$ cat src/rtl/weight_buffer_ctrl.sv
`default_nettype none
// weight_buffer_ctrl: loads DDR beats into weight-buffer rows and grants kernel-window reads that avoid rows still loading.
// Rev 1.0
module weight_buffer_ctrl #(
    parameter int ADDR_LEN     = 16,
    parameter int BUFFER_NUM   = 32,
    parameter int DDR_DATA_LEN = 256,
    parameter int DATA_LEN     = 64
) (
    input  logic                    clk,
    input  logic                    rst_n,
    input  logic                    load_start,
    input  logic [ADDR_LEN-1:0]     load_base,
    input  logic [ADDR_LEN-1:0]     load_len,
    input  logic                    ddr_valid,
    output logic                    ddr_ready,
    input  logic [DDR_DATA_LEN-1:0] ddr_data,
    output logic [DDR_DATA_LEN-1:0] data_wr,
    output logic [ADDR_LEN-1:0]     wr_addr,
    output logic [BUFFER_NUM-1:0]   wr_en,
    output logic                    load_busy,
    output logic                    load_done,
    input  logic                    rd_req,
    input  logic [ADDR_LEN-1:0]     rd_addr,
    output logic                    rd_ack,
    output logic                    rd_conf,
    output logic [ADDR_LEN-1:0]     st_rd_addr,
    input  logic                    wb_ker_en,
    output logic                    ker_done,
    output logic [15:0]             ker_cnt
);
    localparam int GRP  = DDR_DATA_LEN / DATA_LEN;
    localparam int NGRP = BUFFER_NUM / GRP;
    localparam int GW   = (NGRP > 1) ? $clog2(NGRP) : 1;
    localparam logic [ADDR_LEN-1:0] WIN_SPAN = ADDR_LEN'(9);

    typedef enum logic [0:0] {L_IDLE = 1'b0, L_RUN = 1'b1} l_state_t;
    typedef enum logic [1:0] {R_IDLE = 2'd0, R_ISSUE = 2'd1, R_WAIT = 2'd2} r_state_t;

    l_state_t              l_state, l_next;
    r_state_t              r_state, r_next;
    logic [ADDR_LEN-1:0]   row, rows_left, end_row;
    logic [GW-1:0]         grp;
    logic [BUFFER_NUM-1:0] wr_en_nxt;
    logic [ADDR_LEN-1:0]   fwd_off, back_off, remain;
    logic                  beat, grp_last, last_beat, empty_load, accept_load;
    logic                  blocked, grant;

    assign ddr_ready   = (l_state == L_RUN);
    assign load_busy   = (l_state == L_RUN);
    assign beat        = ddr_valid && ddr_ready;
    assign grp_last    = (grp == GW'(NGRP - 1));
    assign last_beat   = beat && grp_last && (rows_left == ADDR_LEN'(1));
    assign accept_load = (l_state == L_IDLE) && load_start;
    assign empty_load  = accept_load && (load_len == '0);

    always_comb begin
        for (int i = 0; i < BUFFER_NUM; i++) begin
            wr_en_nxt[i] = (grp == GW'(i / GRP));
        end
    end

    always_comb begin
        l_next = l_state;
        case (l_state)
            L_IDLE:  if (accept_load && !empty_load) l_next = L_RUN;
            L_RUN:   if (last_beat) l_next = L_IDLE;
            default: l_next = L_IDLE;
        endcase
    end

    always_ff @(posedge clk) begin
        if (!rst_n) begin
            l_state   <= L_IDLE;
            row       <= '0;
            rows_left <= '0;
            end_row   <= '0;
            grp       <= '0;
            data_wr   <= '0;
            wr_addr   <= '0;
            wr_en     <= '0;
            load_done <= 1'b0;
        end else begin
            l_state   <= l_next;
            load_done <= last_beat || empty_load;
            wr_en     <= beat ? wr_en_nxt : '0;
            if (beat) begin
                data_wr <= ddr_data;
                wr_addr <= row;
                if (grp_last) begin
                    grp       <= '0;
                    row       <= row + ADDR_LEN'(1);
                    rows_left <= rows_left - ADDR_LEN'(1);
                end else begin
                    grp <= grp + GW'(1);
                end
            end
            if (accept_load) begin
                row       <= load_base;
                rows_left <= load_len;
                end_row   <= load_base + load_len - ADDR_LEN'(1);
                grp       <= '0;
            end
        end
    end

    // Circular-interval overlap: either the pending range starts inside the
    // window, or the window starts inside the pending range.
    assign fwd_off  = row - rd_addr;
    assign back_off = rd_addr - row;
    assign remain   = end_row - row;
    assign blocked  = load_busy && ((fwd_off <= WIN_SPAN) || (back_off <= remain));

    always_comb begin
        r_next   = r_state;
        grant    = 1'b0;
        rd_conf  = 1'b0;
        rd_ack   = 1'b0;
        ker_done = 1'b0;
        case (r_state)
            R_IDLE: begin
                if (rd_req && !blocked) begin
                    grant  = 1'b1;
                    r_next = R_ISSUE;
                end
            end
            R_ISSUE: begin
                rd_conf = 1'b1;
                rd_ack  = 1'b1;
                r_next  = R_WAIT;
            end
            R_WAIT: begin
                // Gated by rst_n so a read abandoned by reset never reports completion.
                ker_done = wb_ker_en && rst_n;
                if (wb_ker_en) r_next = R_IDLE;
            end
            default: r_next = R_IDLE;
        endcase
    end

    always_ff @(posedge clk) begin
        if (!rst_n) begin
            r_state    <= R_IDLE;
            st_rd_addr <= '0;
            ker_cnt    <= '0;
        end else begin
            r_state <= r_next;
            if (grant) st_rd_addr <= rd_addr;
            if (ker_done) ker_cnt <= ker_cnt + 16'd1;
        end
    end
endmodule
`default_nettype wire

$ cat config.mk
export PLATFORM = sky130hd
export DESIGN_NAME = weight_buffer_ctrl
export DESIGN_NICKNAME = d
export VERILOG_FILES = /design/src/rtl/weight_buffer_ctrl.sv
export SDC_FILE = /design/constraint.sdc
export NUM_CORES = 1
export LEC_CHECK = 0
export CORE_AREA = 2 2 252 254
export CTS_CLUSTER_DIAMETER = 120
export DETAILED_ROUTE_END_ITERATION = 12
export DIE_AREA = 0 0 254 256
export GPL_ROUTABILITY_DRIVEN = 0
export GPL_TIMING_DRIVEN = 0
export RECOVER_POWER = 100
export SLEW_MARGIN = 40
export SYNTH_ARGS = -nofsm -noshare
export SYNTH_HDL_FRONTEND = slang
export SYNTH_SLANG_ARGS = --single-unit
$ cat constraint.sdc
create_clock -name clk -period 6.2 [get_ports clk]
set_input_delay 1.55 -clock clk [delete_from_list [all_inputs] [get_ports clk]]
set_output_delay 1.55 -clock clk [all_outputs]
set_load 0.02 [all_outputs]
### Yosys cells after proc, flatten, opt, wreduce, memory -nomap -nowiden

Cells that the tools add are included.

* output and inout bits: 342
* register bits: 388
* word-level logic and storage cells: 76
* input port bits: 310

* bitwise gates (word level): 2
* equality and inequality tests: 12
* reduce and logical (&&, ||, !) cells: 22
* $lt $le $gt $ge: 2
* multiplexer cells: 17
* add/subtract/negate cells: 9

Operator list (number)
* $mux W16: 6
* $sub A16 B16 Y16: 3
* $add A16 B1 Y16 const B: 2
* $sub A16 B1 Y16 const B: 2
* $add A16 B16 Y16: 1
* $eq A16 B1 Y1 const B: 1
* $le A16 B16 Y1: 1
* $le A16 B4 Y1 const B: 1
* $logic_not A16 Y1: 1
* $eq A3 B3 Y1 const B: 4
* $logic_and A1 B1 Y1: 9
* $eq A3 B2 Y1 const B: 2
* $mux W1: 6
* $pmux W2 S3: 1
* $reduce_and A2 Y1: 3
* $mux W2: 2
* $ne A2 B2 Y1 const B: 2
* $reduce_bool A2 Y1: 2
* $add A3 B1 Y3 const B: 1
* $eq A3 B1 Y1 const B: 1
* $logic_not A3 Y1: 1
* $mux W3: 1
* $eq A2 B1 Y1 const B: 1
* $eq A2 B2 Y1 const B: 1
* 6 further kinds: 9

### Longest topological paths before layout

* word-level depth: 8
* gate-level depth with buffers: 22
* depth with buffers taken out: 21

### Worst setup path before layout

Ideal clock, no wire load.

* path type: in2reg
* start point: in rd_addr[0]
* end point: reg st_rd_addr[0]
* stages: 22
* buffers on the path: 1
* slack: 0.397 ns
* library setup time: 0.134 ns
* arrival time: 5.670 ns
* path through: inv_1 ha_1 inv_1 fa_1 a21o_1 a21oi_1 o21ai_0 a31oi_1 nor2_1 a2111oi_0 a21oi_1 xnor2_1 ha_1 and3_1 nand3_1 or3_1 o311ai_0 a21oi_1 o31a_1 clkbuf_1 o2111ai_1 o211ai_1

* longest elaborated chain between the ends: 8
* elaborated cells on any way between the ends: 10

Ends and longest elaborated chain
* start, declared: RTL line 24 `input logic [ADDR_LEN-1:0] rd_addr,`
* $sub A16 B16 Y16 (on tied branches): RTL line 109, 110
* $le A16 B4 Y1 or $le A16 B16 Y1 (tied branches): RTL line 112 `assign blocked = load_busy && ((fwd_off <= WIN_SPAN) || (back_off <= remain));`
* $logic_or A1 B1 Y1: RTL line 112
* $logic_and A1 B1 Y1: RTL line 112
* $logic_not A1 Y1: RTL line 122 `if (rd_req && !blocked) begin`
* $logic_and A1 B1 Y1: RTL line 122
* $mux W1: RTL line 122
* $mux W1: RTL line 120 `case (r_state)`
* end signal, assigned: RTL line 148 `if (grant) st_rd_addr <= rd_addr;`
* end, declared: RTL line 27 `output logic [ADDR_LEN-1:0] st_rd_addr,`

Several ways; a longest one is shown, not always the timed one.
A chain may end at the register's enable or synchronous reset.

### Final worst setup path

* start point: in rd_addr[2]
* end point: reg st_rd_addr[1]

* longest elaborated chain between the ends: 8
* elaborated cells on any way between the ends: 10

Ends and longest elaborated chain (RTL line)
* $sub A16 B16 Y16 (on tied branches): 109, 110
* $le A16 B4 Y1 or $le A16 B16 Y1 (tied branches): 112
* $logic_or A1 B1 Y1 (*): 112
* $logic_and A1 B1 Y1 (*): 112
* $logic_not A1 Y1 (*): 122
* $logic_and A1 B1 Y1 (*): 122
* $mux W1 (*): 122
* $mux W1 (*): 120

Mark *: on every way between the ends. The rest lies on a longest branch, timed or not.

==> impl_metrics.csv <==
group,metric,value,unit
yosys,synthesis.area,17300,um2
routing,antenna_left,0,
floorplanning,initial_standard_cell_utilization_of_the_core,27.7,%
yosys,postSynth.asyncResetShare,0,%
global_routing,antenna_found_initial,15,
global_routing,grt_pass1_wl,110,mm
floorplanning,design.core.area,62400,um2
yosys,post-synth-top-area-fraction,42.5,%
sta,timing_hold_violations_final,0,
worst_setup_path,ff2ff_path_depth,20,
worst_setup_path,crit_start,"rd_addr[2]",
placement,detailed_place_hpwl,61.1,mm
routing,detail_route.first_pass.iterations,5,
worst_setup_path,worstSetupStartpointType,"input port",
yosys,synth_warnings,0,
yosys,syn_nets,2670,
yosys,ys_seq_elements,367,
worst_setup_path,path_class,"input port to flip-flop",
sta,slew_viol_final,0,
routing,drt-initial-drc-count,1276,
global_routing,largest_net_degree_at_the_start_of_global_routing,13,
yosys,yosysTopAreaCell,"sky130_fd_sc_hd__dfxtp_1",
final_layout,flow.area_growth_from_synthesis,52.4,%
power_and_ir_drop,power_density,254,nW/um2
clock_network,clk_transition_reported_paths,60,ps
worst_setup_path,timing.critical_path.to_type,"flip-flop",
yosys,synth_mux_area_share,0.289,%
floorplanning,design.portCount,652,
worst_setup_path,critical_path_peak_fanout,10,
yosys,synth_top_cells_by_count,"sky130_fd_sc_hd__nand2_1 (635), sky130_fd_sc_hd__dfxtp_1 (367), sky130_fd_sc_hd__a21oi_1 (366), sky130_fd_sc_hd__clkbuf_1 (125), sky130_fd_sc_hd__inv_1 (116)",
floorplanning,dieArea,65000,um2
yosys,dominant_synthesized_flop_cell,"sky130_fd_sc_hd__dfxtp_1",
final_layout,ff_latch_area,7350,um2
yosys,ys_types,63,
sta,timing_worst_slew_pin_value,973,ps
routing,number_of_design_rule_violations_left_after_detail_routing,0,
sta,tightest_slew_margin_relative_to_the_limit,35.1,%
yosys,synthMostInstantiatedCell,"sky130_fd_sc_hd__nand2_1",
routing,vias,18200,
floorplanning,row_cnt,92,
clock_network,clk-insertion-delay-late,570,ps
worst_hold_path,worst_hold_path.num_cells,2,
worst_hold_path,launch_instance_of_the_worst_min_delay_path,"data_wr[217]",
floorplanning,chipHeight,256,um
sta,period_minus_slack,5760,ps
clock_network,h_tree_level_count,2,
clock_network,cts_inserted_buffers,44,
worst_setup_path,reg2reg_from,"row[1]",
placement,placement.io_buffers,651,
sta,fin_worst_skew,17.8,ps
yosys,main_area_contributors_after_synthesis,"sky130_fd_sc_hd__dfxtp_1 (42%), sky130_fd_sc_hd__nand2_1 (14%), sky130_fd_sc_hd__a21oi_1 (11%)",
worst_setup_path,crit_arrival,6190,ps
worst_hold_path,hp-class,"flip-flop to flip-flop",
outcome,outcome,"completed",
yosys,largest_family_of_logic_cells_by_synthesized_area,"simple AND/OR/NAND/NOR gates",
yosys,synth.yosys.seq_area_share,42.5,%
clock_network,clock-sinks,367,
final_layout,fill_cells,6453,
clock_network,cts_tree,"yes",
clock_network,root_buffer,"sky130_fd_sc_hd__clkbuf_16",
final_layout,post_route_cells_drive_above_1_share,4.08,%
flow_run,maxCapViolCount,0,
final_layout,final-instance-count-excl-fill,3834,
sta,fin_crit_sh,92.9,%
sta,grt_setup_unrepaired,"false",
yosys,syn_area_per_cell,7.66,um2
worst_setup_path,cp_data_required_time,6630,ps
yosys,synth_xor_area_share,2.38,%
power_and_ir_drop,leakage,0.0109,uW
yosys,synth-edff-count,0,
sta,final-setup-viol-count,0,
floorplanning,die_w,254,um
final_layout,area_used_by_multi_input_combinational_logic,8820,um2
clock_network,ctsLongestPathBuffers,3,
yosys,synth_fa_ha_area_share,7.62,%
yosys,synth_simple_gate_area_share,21.3,%
placement,dpl.cell_count,3754,
yosys,synth-compound-area-share,19.1,%
yosys,post_synth_inst_count,2257,
sta,fmaxAchievable,174,MHz
global_routing,number_of_global_route_vias_before_repair,17100,
final_layout,layout.nets,3367,
power_and_ir_drop,vdd_ir_max,0.279,mV
global_routing,remaining_overflow_grt,0,
placement,postPlaceCellArea,24900,um2
routing,route.final.wire_length,76.6,mm
routing,avgRoutedWirePerCell,20.0,um
global_routing,track_usage,22.6,%
routing,route.detailed.vias_per_inst,4.74,
final_layout,postLayoutCellArea,26400,um2
clock_network,cts_hold_repair.buffers,0,
## worst max-delay path, cell delays in order
cell                              delay [ps]
sky130_fd_sc_hd__clkdlybuf4s50_1         560
sky130_fd_sc_hd__inv_1                    70
sky130_fd_sc_hd__ha_1                    270
sky130_fd_sc_hd__clkbuf_1                280
sky130_fd_sc_hd__o21a_1                  190
sky130_fd_sc_hd__o21ai_0                 100
sky130_fd_sc_hd__a21oi_1                 300
sky130_fd_sc_hd__a211oi_1                150
sky130_fd_sc_hd__o41ai_1                 460
sky130_fd_sc_hd__a21oi_1                 140
sky130_fd_sc_hd__xnor2_1                 160
sky130_fd_sc_hd__ha_1                    320
sky130_fd_sc_hd__nand3_1                 120
sky130_fd_sc_hd__or3_1                   420
sky130_fd_sc_hd__o311ai_2                330
sky130_fd_sc_hd__a21oi_1                  80
sky130_fd_sc_hd__o31a_1                  220
sky130_fd_sc_hd__clkbuf_2                230
sky130_fd_sc_hd__o2111ai_1               120
sky130_fd_sc_hd__o211ai_1                120
## cell families (layout without fill, tap and decap cells)
group	after synthesis	count (layout)
multiplexers	5	5
other	0	1
XOR/XNOR	47	47
flip-flops	367	367
buffers and inverters	282	1012
AND/OR/NAND/NOR	883	883
AO/OA/AOI/OAI	570	570
adder cells (fa/ha/maj)	103	103
## worst paths after layout
path	to	slack [ps]
setup / recovery	st_rd_addr[1]	440
hold / removal	data_wr[217]	450
setup reg to reg	st_rd_addr[1]	1230
hold reg to reg	data_wr[217]	450
## where the power goes
part	leakage (uW)	total [uW]	internal, uW	switching (uW)
sequential	0.00299	2570	2480	87.4
clock	0.000695	2580	1520	1060
combinational	0.00720	1550	680	870
total	0.0109	6690	4680	2020
## layout by cell type, fill, tap and decap left out, types with 23 or more instances in the layout
cell / n
sky130_fd_sc_hd__nand2_1: 635
sky130_fd_sc_hd__dfxtp_1: 367
sky130_fd_sc_hd__a21oi_1: 365
sky130_fd_sc_hd__dlygate4sd3_1: 346
sky130_fd_sc_hd__clkdlybuf4s50_1: 304
sky130_fd_sc_hd__clkbuf_1: 133
sky130_fd_sc_hd__inv_1: 116
sky130_fd_sc_hd__ha_1: 99
sky130_fd_sc_hd__nor2_1: 80
sky130_fd_sc_hd__o21ai_0: 51
sky130_fd_sc_hd__clkbuf_16: 44
sky130_fd_sc_hd__or3_1: 35
sky130_fd_sc_hd__buf_4: 28
sky130_fd_sc_hd__nand3_1: 27
sky130_fd_sc_hd__nor3_1: 27
sky130_fd_sc_hd__xor2_1: 24
sky130_fd_sc_hd__xnor2_1: 23
## metrics by stage
stage | total power [uW] | util, % | setup WS, ps | TNS, ps | hold WS [ps]
final | 6690 | 42.2 | 438 | 0 | 448
after CTS | 6800 | 42.2 | 15.7 | 0 | 454
after detailed placement | 4190 | 39.9 | -1130 | -16810 | 446
after global routing | 7010 | 42.2 | 57.0 | 0 | 461
after global placement | 4180 | 39.9 | -1220 | -18740 | 440
after floorplan | 3480 | - | 397 | 0 | 436
## layout make-up
type | count | area share, %
inverter | 117 | 1.67
sequential | 367 | 27.9
buffer | 164 | 2.77
timing repair buffer | 652 | 24.8
antenna | 1 | 0.00950
multi-input combinational | 1608 | 33.5
clock inverter | 14 | 0.570
tap | 846 | 4.02
clock buffer | 65 | 4.86
## sequential cells by signal, summed over array words and instances (netlist names)
signal / count
data_wr: 256
ddr_ready: 1
end_row: 16
grp: 3
ker_cnt: 16
load_done: 1
r_state: 2
row: 16
rows_left: 16
st_rd_addr: 16
wr_addr: 16
wr_en: 8
## layer usage
layer	vias to the layer above	routed length [um]	global-route usage, %
met4	22	3220	9.28
li1	9013	-	-
met1	8282	32000	27.9
met3	157	7080	7.21
met5	-	149	0.150
met2	683	34100	36.3
## repair_timing
item                                    in CTS  in global routing
pin swaps                                    0                  3
endpoints found under the setup margin      17                 17
buffers inserted                             0                  1
resized for setup                            6                  8
Note: power is estimated with default switching activity, not from simulation.
